--- src/rtl/nbit_mosi_spi_rx_buffer.sv ---
// MOSI SPI receive buffer: deserializes i_MOSI/i_CS/i_DC into MSB-first words
// and packs up to N words plus their D/C flags into a frame buffer.
//
// Ports:
//   i_SCK, i_RST         clock, synchronous active-high reset
//   i_MOSI, i_CS, i_DC   serial data, active-low chip select, data/command flag
//   o_BYTE, o_BYTE_DC    last completed word and its D/C flag
//   o_BYTE_VALID         one-cycle pulse when o_BYTE/o_BYTE_DC update
//   o_DATA, o_DC         frame buffer (slot k at [WIDTH*k +: WIDTH]) and D/C bits
//   o_COUNT              words stored in the current/last frame (saturates at N)
//   o_FRAME_DONE         one-cycle pulse after i_CS rises
//   o_PARTIAL            last frame ended mid-word
//   o_OVERFLOW           more than N words arrived in this frame
module nbit_mosi_spi_rx_buffer #(
    parameter int WIDTH = 8,
    parameter int N     = 8
) (
    input  logic                   i_SCK,
    input  logic                   i_RST,
    input  logic                   i_MOSI,
    input  logic                   i_CS,
    input  logic                   i_DC,
    output logic [WIDTH-1:0]       o_BYTE,
    output logic                   o_BYTE_DC,
    output logic                   o_BYTE_VALID,
    output logic [WIDTH*N-1:0]     o_DATA,
    output logic [N-1:0]           o_DC,
    output logic [$clog2(N+1)-1:0] o_COUNT,
    output logic                   o_FRAME_DONE,
    output logic                   o_PARTIAL,
    output logic                   o_OVERFLOW
);

    localparam int CW = $clog2(N+1);
    localparam int BW = (WIDTH > 1) ? $clog2(WIDTH) : 1;
    localparam int SW = (N > 1) ? $clog2(N) : 1;

    typedef enum logic [1:0] {
        S_IDLE = 2'd0,
        S_RECV = 2'd1,
        S_DONE = 2'd2
    } state_t;

    state_t           r_state;
    logic [WIDTH-1:0] r_shift;
    logic [BW-1:0]    r_bitcnt;

    logic             w_start;
    logic [BW-1:0]    w_bit_idx;
    logic             w_word_end;
    logic [WIDTH-1:0] w_word;
    logic [CW-1:0]    w_slot_count;
    logic [SW-1:0]    w_slot;

    // A frame start samples its first bit in the same cycle, so the bit index
    // and the slot count are taken as already cleared when w_start is high.
    always_comb begin
        w_start      = (r_state != S_RECV) && !i_CS;
        w_bit_idx    = w_start ? '0 : r_bitcnt;
        w_word_end   = !i_CS && (w_bit_idx == BW'(WIDTH-1));
        w_word       = {r_shift[WIDTH-2:0], i_MOSI};
        w_slot_count = w_start ? '0 : o_COUNT;
        w_slot       = w_slot_count[SW-1:0];
    end

    always_ff @(posedge i_SCK) begin
        if (i_RST) begin
            r_state      <= S_IDLE;
            r_shift      <= '0;
            r_bitcnt     <= '0;
            o_BYTE       <= '0;
            o_BYTE_DC    <= 1'b0;
            o_BYTE_VALID <= 1'b0;
            o_DATA       <= '0;
            o_DC         <= '0;
            o_COUNT      <= '0;
            o_FRAME_DONE <= 1'b0;
            o_PARTIAL    <= 1'b0;
            o_OVERFLOW   <= 1'b0;
        end else begin
            o_BYTE_VALID <= 1'b0;
            o_FRAME_DONE <= 1'b0;

            unique case (r_state)
                S_IDLE: begin
                    if (!i_CS) r_state <= S_RECV;
                end
                S_RECV: begin
                    if (i_CS) begin
                        r_state      <= S_DONE;
                        o_FRAME_DONE <= 1'b1;
                        o_PARTIAL    <= (r_bitcnt != '0);
                    end
                end
                S_DONE: begin
                    r_state <= i_CS ? S_IDLE : S_RECV;
                end
                default: r_state <= S_IDLE;
            endcase

            if (w_start) begin
                o_DATA     <= '0;
                o_DC       <= '0;
                o_COUNT    <= '0;
                o_PARTIAL  <= 1'b0;
                o_OVERFLOW <= 1'b0;
            end

            // Bits are only sampled while CS is low; a CS-high cycle drops
            // any partially assembled word.
            if (!i_CS) begin
                r_shift  <= w_word;
                r_bitcnt <= w_word_end ? '0 : w_bit_idx + BW'(1);
            end else begin
                r_bitcnt <= '0;
            end

            if (w_word_end) begin
                o_BYTE       <= w_word;
                o_BYTE_DC    <= i_DC;
                o_BYTE_VALID <= 1'b1;
                if (w_slot_count < CW'(N)) begin
                    o_DATA[WIDTH*w_slot +: WIDTH] <= w_word;
                    o_DC[w_slot]                  <= i_DC;
                    o_COUNT                       <= w_slot_count + CW'(1);
                end else begin
                    o_OVERFLOW <= 1'b1;
                end
            end
        end
    end

endmodule
--- config.mk ---
export PLATFORM = sky130hd
export DESIGN_NAME = nbit_mosi_spi_rx_buffer
export DESIGN_NICKNAME = d
export VERILOG_FILES = /design/src/rtl/nbit_mosi_spi_rx_buffer.sv
export SDC_FILE = /design/constraint.sdc
export NUM_CORES = 1
export LEC_CHECK = 0
export CAP_MARGIN = 5
export CORE_MARGIN = 1.5
export CORE_UTILIZATION = 42
export CTS_BUF_LIST = sky130_fd_sc_hd__clkbuf_4
export DETAILED_ROUTE_END_ITERATION = 16
export PLACE_DENSITY = 0.69
export SLEW_MARGIN = 20
export SYNTH_ARGS = -nofsm -noshare
export SYNTH_HDL_FRONTEND = slang
export SYNTH_SLANG_ARGS = --single-unit
export TNS_END_PERCENT = 10
--- constraint.sdc ---
create_clock -name i_SCK -period 4.32 [get_ports i_SCK]
set_input_delay 0.864 -clock i_SCK [delete_from_list [all_inputs] [get_ports i_SCK]]
set_output_delay 0.864 -clock i_SCK [all_outputs]
set_load 0.02 [all_outputs]
# Word level (Yosys, flattened, before mapping)
# Index checks and enable logic that the tools add are counted.
# W data, S select, Z words.
[word_totals] regBits=101 latch_bits=0 ramBits=0 romBits=0 inputBits=5 out_inout_bits=89 wordCells=63 n_memories=0
[classes] addsub=3 mul=0 n_div=0 order_cmp=3 eq_ne=6 n_shift=2 mux=25 n_bitwise=1 n_reduce_logical=11
[op_table] op="$mux W64" n=4
[op_table] op="$bwmux W64" n=1
[op_table] op="$shift A8 B34 Y64 const A" n=1
[op_table] op="$shiftx A8 B34 Y64" n=1
[op_table] op="$neg A6 Y34" n=1
[op_table] op="$mux W8" n=4
[op_table] op="$mux W4" n=3
[op_table] op="$bwmux W8" n=1
[op_table] op="$mux W1" n=7
[op_table] op="$pmux W2 S3" n=1
[op_table] op="$add A4 B1 Y4 const B" n=1
[op_table] op="$lt A3 B4 Y1 const B" n=1
[op_table] op="$lt A4 B4 Y1 const B" n=1
[op_table] op="$mux W2" n=2
[op_table] op="$ne A2 B2 Y1 const B" n=2
[op_table] op="$reduce_and A2 Y1" n=2
[op_table] op="$reduce_or A2 Y1" n=2
[op_table] op="$add A3 B1 Y3 const B" n=1
[op_table] op="$demux W1 S3" n=1
[op_table] op="$eq A3 B3 Y1 const B" n=1
[op_table] op="$ge A3 B1 Y1 const B" n=1
[op_table] op="$logic_and A1 B1 Y1" n=3
[op_table] op="$mux W3" n=1
[op_table] op="$reduce_bool A3 Y1" n=1
[op_table] op="other kinds (7)" n=7

# Depth between registers and ports, before layout
# Gate-level depths: netlist of the first run.
[logic_depth] depth_word=10 mapped_depth=14 mapped_depth_nobuf=9

# Worst setup path before layout of the first run
# No wires, ideal clock.
[synth_path] path_kind="input -> register" startpoint="input port i_CS" endpoint="register o_DATA[32]" setup_time_ns=0.116 t_arrival_ns=3.904 t_required_ns=4.204 path_slack_ns=0.300 path_stages=14 n_path_buf=5 path_cell_list="clkbuf_1 inv_1 nand2_1 clkbuf_1 and2_1 ha_1 ha_1 or3b_1 buf_2 or4_4 buf_6 or2_1 buf_6 a41o_1"
[synth_via] elab_chain_len=8 word_cells_on_any_way=15 classes_between="1 x add/sub; 1 x order compare; 1 x eq/ne; 2 x shift; 7 x mux; 3 x reduce/logical"
[synth_rtl] element="start, declared" line_no="21" source="input logic i_CS,"
[synth_rtl] element="$logic_not A1 Y1 *"
[synth_rtl] element="$logic_and A1 B1 Y1" line_no="58" source="w_start = (r_state != S_RECV) && !i_CS;"
[synth_rtl] element="$mux W4" line_no="62" source="w_slot_count = w_start ? '0 : o_COUNT;"
[synth_rtl] element="$neg A6 Y34" line_no="123" source="o_DATA[WIDTH*w_slot +: WIDTH] <= w_word;"
[synth_rtl] element="$shiftx A8 B34 Y64 / $shift A8 B34 Y64 (equally long branches)" line_no="123"
[synth_rtl] element="$bwmux W64" line_no="123"
[synth_rtl] element="$mux W64" line_no="122" source="if (w_slot_count < CW'(N)) begin"
[synth_rtl] element="$mux W64 *" line_no="118" source="if (w_word_end) begin"
[synth_rtl] element="end signal, assigned by index" line_no="123"
[synth_rtl] element="end, declared" line_no="26" source="output logic [WIDTH*N-1:0] o_DATA,"
# Mark *: on every way between the ends. The rest lies on a longest branch, timed or not. The select of a mux whose other input is x is not followed.
# A chain may end at the register's enable or synchronous reset.

# Final worst setup path of the first run
# Ends and elaborated chain as after synthesis.

==> results.json, run 1 <==
{
  "status": "finished clean",
  "async_flop_share": 0,
  "path_max_fanout": 15,
  "wirelength_mm": 11.3,
  "hold_class": "reg2reg",
  "synthCells": 463,
  "wl_per_cell_um": 16.8,
  "cts_inserted_buffers": 9,
  "layout_setup_ws_ns": 0.629,
  "die_w_um": 101,
  "dpl-instance-area_um2": 5060,
  "synth_mux_area_frac": 0.0591,
  "cts_tree": "done",
  "grt_usage": 0.226,
  "fin_crit_sh": 0.854,
  "yosysUniqueCellTypes": 48,
  "place_congestion": 0.847,
  "cts_resized": 0,
  "power.leakage_nw": 1.72,
  "post_cts_buffers": 0,
  "crit_chain": "clkdlybuf4s50_1 -> inv_1 -> nand2_1 -> and2_1 -> ha_1 -> ha_1 -> or3b_1 -> or4_4 -> or2_1 -> a41o_1",
  "dr.pass1.iters": 4,
  "grt_max_degree": 51,
  "synth_compound_area_frac": 0.149,
  "p_per_area_nw_per_um2": 279,
  "drtIter0Drc": 207,
  "worstPathArrival_ns": 4.04,
  "cts_root_buffer": "clkbuf_4",
  "ys_seq_area_frac": 0.498,
  "start_util": 0.436,
  "synth_top_area_cell": "dfxtp_1",
  "row_count": 35,
  "portBuffers": 93,
  "synthFlopType": "dfxtp_1",
  "pre_cts_ws_ns": 0.197,
  "cts_max_level": 3,
  "worst_pin_slew_ns": 0.853,
  "die_area_um2": 10300,
  "synth_edf_count": 0,
  "fmax_mhz": 271,
  "peakVddDrop_mv": 0.153,
  "maxCapViolations": 0,
  "postCtsHoldBufs": 0,
  "nets": 546,
  "ant_nets": 0,
  "pin_count": 94,
  "nFillCells": 888,
  "dp_hpwl_mm": 7.73,
  "syn_to_final_growth_pct": 27.7,
  "synth_seq_cells": 101,
  "cp.required_ns": 4.67,
  "path_delay_family": "simple AND/OR/NAND/NOR gates",
  "drcViolationCount": 0,
  "synth_nets": 473,
  "antenna_found_initial": 0,
  "drive_gt1_frac": 0.0610,
  "core_um2": 9330,
  "rsz0062_at_grt": "no",
  "dp_cells": 654,
  "vias": 3650,
  "setup_violations": 0,
  "grt_pass1_wl_mm": 18.0,
  "final_hold_viol_count": 0,
  "synth_simple_gate_area_share": 0.229,
  "start_kind": "primary input",
  "crit_top_cell": "ha_1",
  "critPathMaxStageDelay_ns": 0.67,
  "max-clock-path-buffers": 2,
  "fin_worst_skew_ns": 0.0132,
  "clk_latency_ns": 0.45,
  "synth_top_family_by_area": "simple AND/OR/NAND/NOR gates",
  "fin_crit_ns": 3.69,
  "diodes": 0,
  "postSynthAreaPerCell_um2": 8.77,
  "cpMaxStageDelayCell": "or4_4",
  "synth_top_area_frac": 0.498,
  "syn_area_um2": 4060,
  "vias_per_cell": 5.45,
  "grt-ovfl-total": 0,
  "ys_warn_count": 0,
  "maxSlewViolCount": 0,
  "synth_area_leaders": "dfxtp_1 50%, nand3_1 6.4%, a21oi_1 6.3%",
  "relSlewSlack": 0.431,
  "fin_tns_setup_ns": 0,
  "die_h_um": 101,
  "fin_area_um2": 5190,
  "cp.buffers_inverters": 2,
  "clock_sinks": 101,
  "cp-end-kind": "register",
  "crit_type": "in2reg",
  "clk_pin_slew_worst_paths_ns": 0.16,
  "holdWs_ns": 0.466,
  "synth_xor_area_frac": 0.00216,
  "grt_pass1_vias": 3391,
  "instances_no_fill": 670,
  "synth_adder_area_share": 0.0154
}
[worst paths after layout]
check             slack (ns)  cells past startpoint                endpoint               startpoint
hold / removal          0.47                      2  o_BYTE[6]$_SDFFE_PP0P_   o_BYTE[6]$_SDFFE_PP0P_
setup / recovery        0.63                     10   o_DATA[32]$_SDFF_PP0_                     i_CS
setup reg to reg        0.90                      8   o_DATA[32]$_SDFF_PP0_  r_state[0]$_SDFFE_PP0P_
hold reg to reg         0.47                      2  o_BYTE[6]$_SDFFE_PP0P_   o_BYTE[6]$_SDFFE_PP0P_
[power by group]
| part | internal (mW) | switching (mW) |
|---|---|---|
| clock network | 0.130 | 0.323 |
| registers | 0.935 | 0.00558 |
| logic | 0.0142 | 0.0406 |
[cell usage after synthesis, types with 2 or more instances]
cell,count
a21oi_1,51
a22o_1,3
a41o_1,3
and2_1,5
and3b_1,2
buf_1,4
buf_6,2
clkbuf_1,35
dfxtp_1,101
ha_1,5
inv_1,4
mux2i_1,24
nand2_1,65
nand2b_1,3
nand3_1,52
nand3b_1,2
nand4_1,2
nand4b_1,3
nor2_1,14
nor2b_1,3
nor3_1,7
nor3b_1,2
nor4_1,3
nor4b_1,4
o211ai_1,12
o21ai_0,19
o311ai_0,3
o41ai_1,2
or3_1,9
[area by class of cell]
cell class / count / area (um2) / share of cell area
multi-input cells: 315 / 1850 / 0.356
well taps: 129 / 161 / 0.0311
inverters: 5 / 18.8 / 0.00362
clock inverters: 6 / 47.5 / 0.00917
flip-flops and latches: 101 / 2020 / 0.390
repair buffers: 104 / 1010 / 0.195
clock buffers: 10 / 75.1 / 0.0145
[cell families (layout without fill, tap and decap cells)]
group,after synthesis,count (layout)
XOR/XNOR,1,1
AO/OA/AOI/OAI,100,100
multiplexers,24,24
flip-flops,101,101
buffers and inverters,47,125
AND/OR/NAND/NOR,185,185
adder cells (fa/ha/maj),5,5
[flip-flops by register name (all words and copies together), names as in the netlist]
| register | count |
|---|---|
| o_COUNT | 4 |
| o_BYTE | 8 |
| o_DATA | 64 |
| o_DC | 8 |
| o_PARTIAL | 1 |
| o_BYTE_VALID | 1 |
| o_OVERFLOW | 1 |
| o_BYTE_DC | 1 |
| r_bitcnt | 3 |
| r_shift | 7 |
| o_FRAME_DONE | 1 |
| r_state | 2 |
[layer usage]
layer / vias up / wire, um / GRT usage
li1: 1787 / - / -
met1: 1745 / 5260 / 0.329
met2: 111 / 5300 / 0.343
met3: 7 / 630 / 0.0366
met4: 0 / 89 / 0.0694
met5: - / 0 / 0
[per-stage QoR]
stage / power [mW] / utilization
floorplan: 0.994 / -
global placement: 1.01 / 0.543
global route: 1.50 / 0.556
CTS: 1.46 / 0.556
detailed placement: 1.01 / 0.543
finish: 1.45 / 0.556
[cell usage in the layout (no fill, tap or decap), drive strengths merged, types with 2 or more instances in the layout]
cell type,Yosys,routed
a22o,3,3
or3,9,9
o21ai,21,21
clkinv,1,3
inv,4,6
o311ai,3,3
nand2,65,65
nand3b,2,2
clkbuf,35,10
nor4,3,3
and2,5,5
or2,2,2
dfxtp,101,101
clkdlybuf4s50,0,93
nand4b,3,3
clkinvlp,0,2
nand2b,3,3
nand3,52,52
and3b,2,2
o211ai,12,12
mux2i,24,24
nor3b,2,2
nor4b,4,4
or4,2,2
nor2,15,15
nor2b,3,3
o41ai,2,2
a21oi,51,51
buf,7,11
ha,5,5
nor3,7,7
a41o,3,3
nand4,2,2
[worst min-delay path, stage by stage, from the launching register on]
cell     delay (ns)
dfxtp_1        0.34
nand2_1        0.05
a21oi_1        0.05
Power figures use the tool's default switching activity.
==> inputs of run 2 (changes only) <==
--- a/config.mk
+++ b/config.mk
@@ -6,6 +6,7 @@
 export NUM_CORES = 1
 export LEC_CHECK = 0
 export CAP_MARGIN = 5
+export CORE_ASPECT_RATIO = 0.6
 export CORE_MARGIN = 1.5
 export CORE_UTILIZATION = 42
 export CTS_BUF_LIST = sky130_fd_sc_hd__clkbuf_4
==> run 2 against run 1 <==
Effect of this change:
- die area increased by 0.19%
- setup slack improved by 0.064 ns
- clock power increased by 36%
- fmax increased by 1.8%
- worst hold slack got worse by 0.0012 ns
- first-iteration DRC count increased by 110%
- sequential cell count unchanged
- cell count increased by 0.15%
- power increased by 11%
- via count increased by 2.6%
==> results.json, run 2 (synthesized netlist as in run 1, its figures left out) <==
{
  "die_w_um": 130,
  "p_clk_frac": 0.382,
  "syn_to_final_growth_pct": 29.2,
  "portBuffers": 93,
  "seq_area_um2": 2020,
  "relSlewSlack": 0.458,
  "power.leakage_nw": 1.75,
  "largest_reg_flops": 64,
  "nFillCells": 825,
  "drtIter0Drc": 433,
  "grt_pass1_wl_mm": 17.9,
  "nets": 546,
  "final_cell_mix": "101 x dfxtp_1, 93 x clkdlybuf4s50_1, 65 x nand2_1, 52 x nand3_1, 51 x a21oi_1",
  "path_max_fanout": 15,
  "antenna_found_initial": 0,
  "post_cts_buffers": 0,
  "pre_cts_ws_ns": 0.261,
  "layout_setup_ws_ns": 0.693,
  "drive_gt1_frac": 0.0610,
  "cts_max_level": 3,
  "cp-end-kind": "register",
  "power.total_mw": 1.61,
  "peakVddDrop_mv": 0.168,
  "fmax_mhz": 276,
  "setup_violations": 0,
  "ant_nets": 0,
  "clk_pin_slew_worst_paths_ns": 0.16,
  "vias": 3744,
  "crit_type": "in2reg",
  "worst_pin_slew_ns": 0.811,
  "start_kind": "primary input",
  "maxSlewViolCount": 0,
  "reg_top3": "o_DATA (64), o_BYTE (8), o_DC (8)",
  "wirelength_mm": 11.4,
  "intPower_mw": 1.25,
  "rsz0062_at_grt": "no",
  "fin_tns_setup_ns": 0,
  "crit_chain": "clkdlybuf4s50_1 -> inv_1 -> nand2_1 -> and2_1 -> ha_1 -> ha_1 -> or3b_1 -> or4_4 -> or2_1 -> a41o_1",
  "die_h_um": 79.2,
  "dr.pass1.iters": 5,
  "grt_pass1_vias": 3421,
  "wl_per_cell_um": 16.9,
  "crit_top_cell": "ha_1",
  "fin_crit_sh": 0.840,
  "diodes": 0,
  "status": "finished clean",
  "cts_resized": 0,
  "cts_tree": "done",
  "grt-ovfl-total": 0,
  "instances_no_fill": 671,
  "dp_cells": 655,
  "power_frac_seq": 0.584,
  "core_um2": 9290,
  "maxCapViolations": 0,
  "final_hold_viol_count": 0,
  "cp.required_ns": 4.68,
  "postCtsHoldBufs": 0,
  "hold_class": "reg2reg",
  "multi_input_area_um2": 1850,
  "worstPathArrival_ns": 3.99,
  "switching_share": 0.225,
  "drcViolationCount": 0,
  "utilization": 0.565,
  "p_per_area_nw_per_um2": 307,
  "combPwrFrac": 0.034,
  "critPathMaxStageDelay_ns": 0.67,
  "vias_per_cell": 5.58,
  "fin_area_um2": 5250,
  "place_congestion": 0.854,
  "grt_max_degree": 51,
  "dp_hpwl_mm": 8.04,
  "row_count": 27,
  "holdWs_ns": 0.464,
  "max-clock-path-buffers": 2,
  "fin_worst_skew_ns": 0.0137,
  "largest_register": "o_DATA",
  "dpl-instance-area_um2": 5060,
  "start_util": 0.437,
  "layout_commonest_cell": "dfxtp_1",
  "pin_count": 94,
  "cpMaxStageDelayCell": "or4_4",
  "cts_root_buffer": "clkbuf_4",
  "grt_usage": 0.229,
  "cts_inserted_buffers": 9,
  "clk_latency_ns": 0.46,
  "switchingPower_mw": 0.362,
  "fin_crit_ns": 3.63,
  "clock_sinks": 101,
  "die_area_um2": 10300
}
## run 2: routing by layer
metal | vias up | wire [um] | global-route usage | part of all wire
met2 | 187 | 4510 | 0.313 | 0.40
met5 | - | 0 | 0 | 0
met1 | 1761 | 5640 | 0.343 | 0.50
met4 | 0 | 94 | 0.0544 | 0.0083
met3 | 9 | 1120 | 0.0735 | 0.099
li1 | 1787 | - | - | -
## run 2: final timing paths
kind	from	endpoint	slack (ns)	cells past startpoint
max	i_CS	o_DATA[37]$_SDFF_PP0_	0.69	10
min	o_BYTE[1]$_SDFFE_PP0P_	o_BYTE[1]$_SDFFE_PP0P_	0.46	2
max reg2reg	r_state[0]$_SDFFE_PP0P_	o_DATA[37]$_SDFF_PP0_	0.95	8
min reg2reg	o_BYTE[1]$_SDFFE_PP0P_	o_BYTE[1]$_SDFFE_PP0P_	0.46	2
## run 2: area by class of cell
cell class	instances	area share
clock buffers	10	0.0143
clock inverters	6	0.0210
inverters	5	0.00357
multi-input cells	315	0.352
flip-flops and latches	101	0.385
well taps	130	0.0310
repair buffers	104	0.193
## run 2: power groups by stage
stage                     sequential [mW]  combinational (mW)  clock [mW]
after floorplan                     0.957              0.0368           0
after global placement              0.960              0.0535           0
after detailed placement            0.960              0.0540           0
after CTS                           0.940              0.0544       0.629
after global routing                0.942              0.0600       0.665
final                               0.940              0.0555       0.616
## run 2: critical path: cells and delay by family
family | cells | cell delay, ns
buffers and inverters | 2 | 0.63
adder cells (fa/ha/maj) | 2 | 0.38
AO/OA/AOI/OAI | 1 | 0.28
AND/OR/NAND/NOR | 5 | 1.83
==> inputs of run 3 (changes only) <==
--- a/config.mk
+++ b/config.mk
@@ -11,7 +11,7 @@
 export CORE_UTILIZATION = 42
 export CTS_BUF_LIST = sky130_fd_sc_hd__clkbuf_4
 export DETAILED_ROUTE_END_ITERATION = 16
-export PLACE_DENSITY = 0.69
+export PLACE_DENSITY = 0.72
 export SLEW_MARGIN = 20
 export SYNTH_ARGS = -nofsm -noshare
 export SYNTH_HDL_FRONTEND = slang
==> constraint.sdc (replaced) <==
create_clock -name i_SCK -period 3 [get_ports i_SCK]
set_input_delay 0.6 -clock i_SCK [delete_from_list [all_inputs] [get_ports i_SCK]]
set_output_delay 0.6 -clock i_SCK [all_outputs]
set_load 0.02 [all_outputs]
==> run 3 against run 2 <==
Effect of this change:
- power increased by 32%
- core utilization is 2.7 points higher
- largest power group unchanged
- worst hold slack worse by 0.0017 ns
- first-iteration DRC count down 15%
==> results.json, run 3 (synthesized netlist as in run 1, its figures left out) <==
{
  "start_kind": "primary input",
  "final_hold_viol_count": 0,
  "worstPathArrival_ns": 3.33,
  "relSlewSlack": 0.639,
  "drive_gt1_frac": 0.121,
  "cts_max_level": 3,
  "instances_no_fill": 702,
  "max-clock-path-buffers": 2,
  "pre_cts_ws_ns": -0.396,
  "layout_commonest_cell": "dfxtp_1",
  "clk_latency_ns": 0.46,
  "cts_tree": "done",
  "wl_per_cell_um": 17.5,
  "postCtsHoldBufs": 0,
  "grt-ovfl-total": 0,
  "crit_type": "in2reg",
  "crit_chain": "clkdlybuf4s50_1 -> buf_4 -> inv_8 -> nand2_4 -> and2_1 -> ha_4 -> ha_4 -> or3b_1 -> or4_4 -> or2_1 -> buf_4 -> o21ai_0",
  "pin_count": 94,
  "cts_inserted_buffers": 9,
  "nets": 577,
  "die_h_um": 79.2,
  "largest_register": "o_DATA",
  "dr.pass1.iters": 5,
  "dp_cells": 685,
  "final_cell_mix": "101 x dfxtp_1, 93 x clkdlybuf4s50_1, 64 x nand2_1, 52 x nand3_1, 51 x a21oi_1",
  "cts_root_buffer": "clkbuf_4",
  "power.leakage_nw": 1.87,
  "reg_top3": "o_DATA (64), o_BYTE (8), o_DC (8)",
  "path_max_fanout": 5,
  "maxSlewViolCount": 0,
  "multi_input_area_um2": 1900,
  "fmax_mhz": 340,
  "place_congestion": 0.884,
  "grt_max_degree": 51,
  "clock_sinks": 101,
  "diodes": 0,
  "maxCapViolations": 0,
  "fin_crit_sh": 0.982,
  "layout_setup_ws_ns": 0.0550,
  "wirelength_mm": 12.3,
  "start_util": 0.437,
  "p_per_area_nw_per_um2": 388,
  "cpMaxStageDelayCell": "clkdlybuf4s50_1",
  "syn_to_final_growth_pct": 35.3,
  "seq_area_um2": 2020,
  "fin_crit_ns": 2.95,
  "cp.required_ns": 3.39,
  "vias_per_cell": 5.59,
  "grt_usage": 0.244,
  "largest_reg_flops": 64,
  "ant_nets": 0,
  "dp_hpwl_mm": 8.83,
  "clk_pin_slew_worst_paths_ns": 0.13,
  "utilization": 0.592,
  "die_w_um": 130,
  "antenna_found_initial": 0,
  "setup_violations": 0,
  "critPathMaxStageDelay_ns": 0.49,
  "grt_pass1_wl_mm": 19.1,
  "worst_pin_slew_ns": 0.540,
  "nFillCells": 808,
  "peakVddDrop_mv": 0.220,
  "drcViolationCount": 0,
  "die_area_um2": 10300,
  "grt_pass1_vias": 3687,
  "vias": 3925,
  "drtIter0Drc": 370,
  "row_count": 27,
  "cp-end-kind": "register",
  "portBuffers": 93,
  "core_um2": 9290,
  "hold_class": "reg2reg",
  "rsz0062_at_grt": "no",
  "status": "finished clean",
  "fin_worst_skew_ns": 0.0112
}
run 3: cell count changes in the layout (fill, tap and decap cells not counted), sizes merged:
| cell | delta |
|---|---|
| buf | +31 |
| clkinv | +4 |
| bufinv | -2 |
| clkinvlp | -1 |
| inv | -1 |
run 3: power breakdown:
group | leakage (nW) | internal (mW) | total [mW] | switching [mW]
clock | 0.0705 | 0.255 | 0.681 | 0.427
sequential | 0.814 | 1.35 | 1.35 | 0.00777
combinational | 0.989 | 0.0305 | 0.0948 | 0.0643
total | 1.87 | 1.63 | 2.13 | 0.499
run 3: worst paths after layout:
| check | cells past startpoint | slack [ns] | to | start |
|---|---|---|---|---|
| max | 12 | 0.05 | o_DATA[34]$_SDFF_PP0_ | i_CS |
| min | 2 | 0.46 | o_BYTE[3]$_SDFFE_PP0P_ | o_BYTE[3]$_SDFFE_PP0P_ |
| max reg2reg | 9 | 0.18 | o_DATA[34]$_SDFF_PP0_ | r_state[1]$_SDFFE_PP0P_ |
| min reg2reg | 2 | 0.46 | o_BYTE[3]$_SDFFE_PP0P_ | o_BYTE[3]$_SDFFE_PP0P_ |
run 3: critical path, delay by kind of cell:
family,cells,cell delay (ns)
adders and majority gates,2,0.30
AOI/OAI and AO/OA,1,0.16
buffers and inverters,4,0.86
and+or+nand+nor,5,1.40
run 3: routing by layer:
| metal | vias to the layer above | global-route usage | wire, um |
|---|---|---|---|
| met3 | 18 | 0.0748 | 1010 |
| met2 | 181 | 0.367 | 5310 |
| met1 | 1877 | 0.348 | 5840 |
| met4 | 0 | 0.0433 | 114 |
| li1 | 1849 | - | - |
| met5 | - | 0 | 0 |
run 3: layout make-up:
type,instances,area share
Sequential cell,101,0.368
Multi-Input combinational cell,315,0.345
Timing Repair Buffer,135,0.229
Tap cell,130,0.0296
Clock buffer,10,0.0137
Clock inverter,6,0.00979
Inverter,5,0.00478
run 3: repair_timing:
item                                    4_1_cts  5_1_grt
endpoints found under the setup margin        0       11
setup buffers                                 0        1
resized for setup                             0        3
run 3: per-stage QoR:
stage | TNS, ns | power, mW | cell area [um2] | hold slack (ns)
final | 0 | 2.13 | 5500 | 0.463
after global routing | 0 | 2.22 | 5500 | 0.487
after CTS | 0 | 2.14 | 5470 | 0.465
after detailed placement | -13.40 | 1.48 | 5350 | 0.447
after global placement | -7.43 | 1.47 | 5350 | 0.447
after floorplan | -0.240 | 1.44 | 4140 | 0.492
